==> src/rtl/bcd_cascade_counter_pkg.sv <==
// Shared constants for the cascaded BCD counter: digit width, decade limit, direction codes.
package bcd_cascade_counter_pkg;

    localparam int unsigned         DIGIT_W   = 4;
    localparam logic [DIGIT_W-1:0]  DIGIT_MAX = 4'd9;
    localparam logic [DIGIT_W-1:0]  DIGIT_MIN = 4'd0;

    localparam logic DIR_UP = 1'b1;
    localparam logic DIR_DN = 1'b0;

    // Clamp a raw nibble into the decimal range.
    function automatic logic [DIGIT_W-1:0] bcd_clamp(input logic [DIGIT_W-1:0] nib);
        return (nib > DIGIT_MAX) ? DIGIT_MAX : nib;
    endfunction

endpackage

==> src/rtl/bcd_cascade_counter_digit.sv <==
// One decade of the cascade: clear, clamped load, and step up/down with carry/borrow out.
module bcd_digit
    import bcd_cascade_counter_pkg::*;
(
    input  logic               clk,
    input  logic               rst,
    input  logic               clr_i,
    input  logic               load_i,
    input  logic [DIGIT_W-1:0] load_nib_i,
    input  logic               step_i,
    input  logic               up_i,
    output logic [DIGIT_W-1:0] digit_o,
    output logic               carry_c_o
);

    logic [DIGIT_W-1:0] digit_q;
    logic [DIGIT_W-1:0] digit_d;
    logic               at_edge_c;

    // A digit passes a step on only when it is about to roll over in the current direction.
    assign at_edge_c = (up_i == DIR_UP) ? (digit_q == DIGIT_MAX) : (digit_q == DIGIT_MIN);
    assign carry_c_o = step_i & at_edge_c;

    always_comb begin
        digit_d = digit_q;
        if (clr_i) begin
            digit_d = DIGIT_MIN;
        end else if (load_i) begin
            digit_d = bcd_clamp(load_nib_i);
        end else if (step_i) begin
            if (up_i == DIR_UP) begin
                digit_d = at_edge_c ? DIGIT_MIN : DIGIT_W'(digit_q + 4'd1);
            end else begin
                digit_d = at_edge_c ? DIGIT_MAX : DIGIT_W'(digit_q - 4'd1);
            end
        end
    end

    always_ff @(posedge clk) begin
        if (rst) begin
            digit_q <= DIGIT_MIN;
        end else begin
            digit_q <= digit_d;
        end
    end

    assign digit_o = digit_q;

endmodule

==> src/rtl/bcd_cascade_counter.sv <==
// Up/down decade counter built from DIGITS chained bcd_digit cells on one clock,
// with wrap or saturate at terminal count and a sticky overflow flag.
module bcd_cascade_counter
    import bcd_cascade_counter_pkg::*;
#(
    parameter int unsigned DIGITS   = 4,
    parameter bit          SATURATE = 1'b0
) (
    input  logic                      clk,
    input  logic                      rst,
    input  logic                      en,
    input  logic                      up_dn,
    input  logic                      clr,
    input  logic                      load,
    input  logic [DIGIT_W*DIGITS-1:0] load_val,
    output logic [DIGIT_W*DIGITS-1:0] count,
    output logic                      tc,
    output logic                      ovf
);

    logic [DIGITS:0] step_c;
    logic            all_max_c;
    logic            all_min_c;
    logic            at_term_c;
    logic            ovf_set_c;
    logic            ovf_q;
    logic            ovf_d;

    // Terminal detection over the whole count, direction-dependent.
    always_comb begin
        all_max_c = 1'b1;
        all_min_c = 1'b1;
        for (int unsigned i = 0; i < DIGITS; i++) begin
            all_max_c = all_max_c & (count[i*DIGIT_W +: DIGIT_W] == DIGIT_MAX);
            all_min_c = all_min_c & (count[i*DIGIT_W +: DIGIT_W] == DIGIT_MIN);
        end
        at_term_c = (up_dn == DIR_UP) ? all_max_c : all_min_c;
    end

    // In saturate mode the terminal step is suppressed at its source so no digit moves.
    assign step_c[0] = en & ~(SATURATE & at_term_c);

    for (genvar g = 0; g < DIGITS; g++) begin : g_digit
        bcd_digit u_digit (
            .clk        (clk),
            .rst        (rst),
            .clr_i      (clr),
            .load_i     (load),
            .load_nib_i (load_val[g*DIGIT_W +: DIGIT_W]),
            .step_i     (step_c[g]),
            .up_i       (up_dn),
            .digit_o    (count[g*DIGIT_W +: DIGIT_W]),
            .carry_c_o  (step_c[g+1])
        );
    end

    // A carry out of the top digit is exactly a wrap; saturation is flagged directly.
    assign ovf_set_c = step_c[DIGITS] | (SATURATE & en & at_term_c);

    always_comb begin
        ovf_d = ovf_q;
        if (clr) begin
            ovf_d = 1'b0;
        end else if (!load && ovf_set_c) begin
            ovf_d = 1'b1;
        end
    end

    always_ff @(posedge clk) begin
        if (rst) begin
            ovf_q <= 1'b0;
        end else begin
            ovf_q <= ovf_d;
        end
    end

    assign ovf = ovf_q;
    assign tc  = en & ~clr & ~load & ~rst & at_term_c;

endmodule

==> config.mk <==
export PLATFORM = sky130hd
export DESIGN_NAME = bcd_cascade_counter
export DESIGN_NICKNAME = d
export VERILOG_FILES = /design/src/rtl/bcd_cascade_counter_pkg.sv /design/src/rtl/bcd_cascade_counter_digit.sv /design/src/rtl/bcd_cascade_counter.sv
export SDC_FILE = /design/constraint.sdc
export NUM_CORES = 1
export LEC_CHECK = 0
export ABC_AREA = 1
export CELL_PAD_IN_SITES_DETAIL_PLACEMENT = 1
export CELL_PAD_IN_SITES_GLOBAL_PLACEMENT = 2
export CORE_MARGIN = 10
export CORE_UTILIZATION = 28
export CTS_CLUSTER_SIZE = 30
export DETAILED_ROUTE_END_ITERATION = 6
export PLACE_DENSITY_LB_ADDON = 0.1
export SYNTH_ARGS = -nofsm -noshare
export SYNTH_HDL_FRONTEND = slang
export SYNTH_HIERARCHICAL = 1
export SYNTH_SLANG_ARGS = --single-unit
==> constraint.sdc <==
create_clock -name clk -period 3.6 [get_ports clk]
set_input_delay 0.54 -clock clk [delete_from_list [all_inputs] [get_ports clk]]
set_output_delay 0.54 -clock clk [all_outputs]
set_load 0.02 [all_outputs]
==> results.toml <==
[status]
status = "completed"

[power]
power.static_leakage_uw = 0.00101
clockPowerShare_pct = 25.0
switching_share_pct = 36.7
design_power_total_uw = 588
switchingPower_uw = 216
seqPwrFrac_pct = 37.8
cell_internal_pwr_uw = 372
comb_power_share_pct = 37.2
peakVddDrop_uv = 118
power.density_cell_area_nw_per_um2 = 250

[synthesis]
synth-simple-area-share_pct = 37.0
synth_cell_types = 24
synthCells = 296
yosysSeqAreaShare_pct = 18.8
synthesized_area_fraction_occupied_by_ao_oa_aoi_and_oai_cells_pct = 21.5
post_synth_mux_area_share_pct = 0
postSynthNetCount = 330
postSynthAreaPerCell_um2 = 6.13
synth.yosys.warnings = 6
synth-seq-cells = 17
main_combinational_cell_family_by_area_after_synthesis = "simple AND/OR/NAND/NOR gates"
synth_fa_ha_area_share_pct = 8.28
synth_xor_area_share_pct = 3.86
syn_area_um2 = 1810

[sta]
rsz_0062_raised_after_global_routing = "false"
final-setup-viol-count = 0
worst_pin_slew_ns = 0.616
fin_tns_setup_ns = 0
min_period_ns = 2.80
final.period_utilization_pct = 77.8
report.final.slew_viol_count = 0
report.final.hold_viol_count = 0
finalClockSkew_ns = 0.00122
achievable-frequency_ghz = 0.357
maxSlewHeadroom_pct = 58.8
final.setup.worst_slack_ns = 0.799

[layout]
multi_input_area_um2 = 1280
footprint_of_the_flip_flops_and_latches_um2 = 340
num-nets-final = 373
areaGrowthSynthToFinish_pct = 29.4
drive_gt1_share_pct = 15.1
fill_cells = 841
diodes = 0

[routing]
vias_per_cell = 4.77
drt_pre_antenna_iters = 4
num_vias = 1981
drt_iter0_drc = 24
drcViolationCount = 0
drt-total-wl_um = 5730
wire_per_inst_um = 13.8
detail-route-antenna-nets = 0

[critical_path]
worst_r2r_endpoint = "g_digit[3].u_digit/digit_o[0]"
worst-r2r-cell-count = 11
reg2reg_setup_slack_ns = 1.33
crit_start_category = "primary input"
critPathArrivalTime_ns = 2.26
timing.critical_path.required_ns = 3.06
critical_path.endpoint_type = "output pin"
regToRegStartpoint = "g_digit[0].u_digit/digit_o[0]"
path_class = "primary input to output pin"
worstPathMaxFanout = 13

[clock_tree]
postCtsResizedCells = 0
clock_path_buffers = 2
cts_sinks = 17
cts-htree-levels = 1
tritoncts = "built"
clk_latency_ns = 0.25
cts.root.buffer_cell = "sky130_fd_sc_hd__clkbuf_8"
cts_made_buffers = 3
clk_pin_slew_ns = 0.07
cts_post_setup_buffers_inserted = 0
quantity_of_hold_fixing_buffers_added_after_cts = 0

[die]
floorplan.die_area_um2 = 10100
die_w_um = 100
die_y_um = 100
initial_utilization_pct = 28.7
floorplan.rows = 29
ioPinCount = 40
core_um2 = 6310

[global_routing]
grt_pass1_wl_um = 9940
antenna_found_initial = 0
grt_use_total_pct = 11.6
top_usage_layer = "met2"
grt_start_max_net_pins = 34
grt_remaining_overflow = 0
grt_use_met2_pct = 20.5
grt_pass1_vias = 2062
use_met3_pct = 2.26
grtUsageMet1_pct = 14.3

[hold_path]
hold_path_end = "ovf"
min_path_cells = 2
holdCritPathClass = "register to register"
hold_path_startpoint = "ovf"

[placed_design]
port_buffers = 39
place_congestion = 0.792
detailedPlacementHpwl_um = 4620
preCtsSetupSlack_ns = 0.627

[run]
max_cap_violations = 0
-- registers in the layout (all words and copies together) (netlist names) --
signal / flops
ovf: 1
g_digit.u_digit/digit_o: 16
-- placed cells by master (no fill, tap or decap), types with 3 or more instances in the layout --
master and n:
sky130_fd_sc_hd__inv_1 34, sky130_fd_sc_hd__a21boi_1 4, sky130_fd_sc_hd__nand4_1 4, sky130_fd_sc_hd__o21bai_1 4, sky130_fd_sc_hd__buf_4 3, sky130_fd_sc_hd__o21ai_1 4
sky130_fd_sc_hd__nand2_2 8, sky130_fd_sc_hd__clkinv_1 4, sky130_fd_sc_hd__nor2_1 34, sky130_fd_sc_hd__clkbuf_8 3, sky130_fd_sc_hd__xor2_1 4, sky130_fd_sc_hd__o21ai_0 16
sky130_fd_sc_hd__inv_2 8, sky130_fd_sc_hd__a31oi_1 12, sky130_fd_sc_hd__ha_1 12, sky130_fd_sc_hd__xnor2_1 4, sky130_fd_sc_hd__nand2_1 63, sky130_fd_sc_hd__nand2_4 4
sky130_fd_sc_hd__clkdlybuf4s50_1 39, sky130_fd_sc_hd__a21oi_1 17, sky130_fd_sc_hd__nand3_1 13, sky130_fd_sc_hd__nor2_2 16, sky130_fd_sc_hd__a21oi_2 8, sky130_fd_sc_hd__dfxtp_1 17
-- cell type report --
type / instances / area share (%)
Clock buffer: 4 / 1.92
Inverter: 46 / 7.35
Multi-Input combinational cell: 229 / 54.6
Sequential cell: 17 / 14.5
Tap cell: 77 / 4.10
Timing Repair Buffer: 42 / 17.6
-- cells by family after synthesis --
logic type,Yosys count
buffers and inverters,50
AND/OR/NAND/NOR,144
XOR/XNOR,8
adder cells (fa/ha/maj),12
flip-flops,17
AO/OA/AOI/OAI,65
-- synth_stat cells --
cell | count | area (um2)
sky130_fd_sc_hd__o21ai_1 | 4 | 20.0
sky130_fd_sc_hd__nor3_4 | 1 | 16.3
sky130_fd_sc_hd__ha_1 | 12 | 150
sky130_fd_sc_hd__o21bai_1 | 4 | 30.0
sky130_fd_sc_hd__inv_2 | 8 | 30.0
sky130_fd_sc_hd__xor2_1 | 4 | 35.0
sky130_fd_sc_hd__nor2_1 | 34 | 128
sky130_fd_sc_hd__a21oi_2 | 8 | 70.1
sky130_fd_sc_hd__o21ai_0 | 16 | 80.1
sky130_fd_sc_hd__nor3_1 | 1 | 5.00
sky130_fd_sc_hd__nor2_2 | 16 | 100
sky130_fd_sc_hd__a21boi_1 | 4 | 30.0
sky130_fd_sc_hd__xnor2_1 | 4 | 35.0
sky130_fd_sc_hd__nand4_1 | 4 | 25.0
sky130_fd_sc_hd__nand2_2 | 8 | 50.1
sky130_fd_sc_hd__buf_2 | 4 | 20.0
sky130_fd_sc_hd__a31oi_1 | 12 | 75.1
sky130_fd_sc_hd__nand3_1 | 13 | 65.1
sky130_fd_sc_hd__nand2_1 | 63 | 236
sky130_fd_sc_hd__a21oi_1 | 17 | 85.1
sky130_fd_sc_hd__dfxtp_1 | 17 | 340
sky130_fd_sc_hd__nand2_4 | 4 | 45.0
sky130_fd_sc_hd__clkinv_1 | 4 | 15.0
sky130_fd_sc_hd__inv_1 | 34 | 128
-- worst max-delay path, stage by stage --
cell	delay [ns]
sky130_fd_sc_hd__clkdlybuf4s50_1	0.86
sky130_fd_sc_hd__nor2_1	0.11
sky130_fd_sc_hd__nor2_1	0.13
sky130_fd_sc_hd__clkdlybuf4s50_1	0.62
-- power by group through the flow --
stage          combinational [uW]  clock (uW)  sequential, uW
6_report                      218         147             222
5_1_grt                       249         165             226
4_1_cts                       224         155             223
3_5_place_dp                  222           0             227
3_3_place_gp                  220           0             227
2_1_floorplan                 132           0             229
-- metrics by stage --
step           utilization [%]  instances  cell area (um2)  hold slack [ns]
3_5_place_dp              36.5        411             2300            0.516
5_1_grt                   37.2        415             2350            0.599
4_1_cts                   37.2        415             2350            0.533
6_report                  37.2        415             2350            0.530
3_3_place_gp              36.5        411             2300            0.508
2_1_floorplan                -        296             1810            0.573
-- routing by layer --
metal	vias up	wire length, um
met1	916	2630
met3	4	224
met4	0	35
li1	1035	-
met5	-	0
met2	26	2830
-- worst max path at each step --
stage	start	cells after the start	end
after global placement	up_dn	10	g_digit[3].u_digit/digit_o[0]
final	up_dn	4	tc
after floorplan	g_digit[0].u_digit/digit_o[0]	10	g_digit[3].u_digit/digit_o[2]
after CTS	up_dn	4	tc
after global routing	up_dn	5	tc
after detailed placement	up_dn	10	g_digit[3].u_digit/digit_o[0]
No activity file was read; power rests on OpenSTA's default activity.
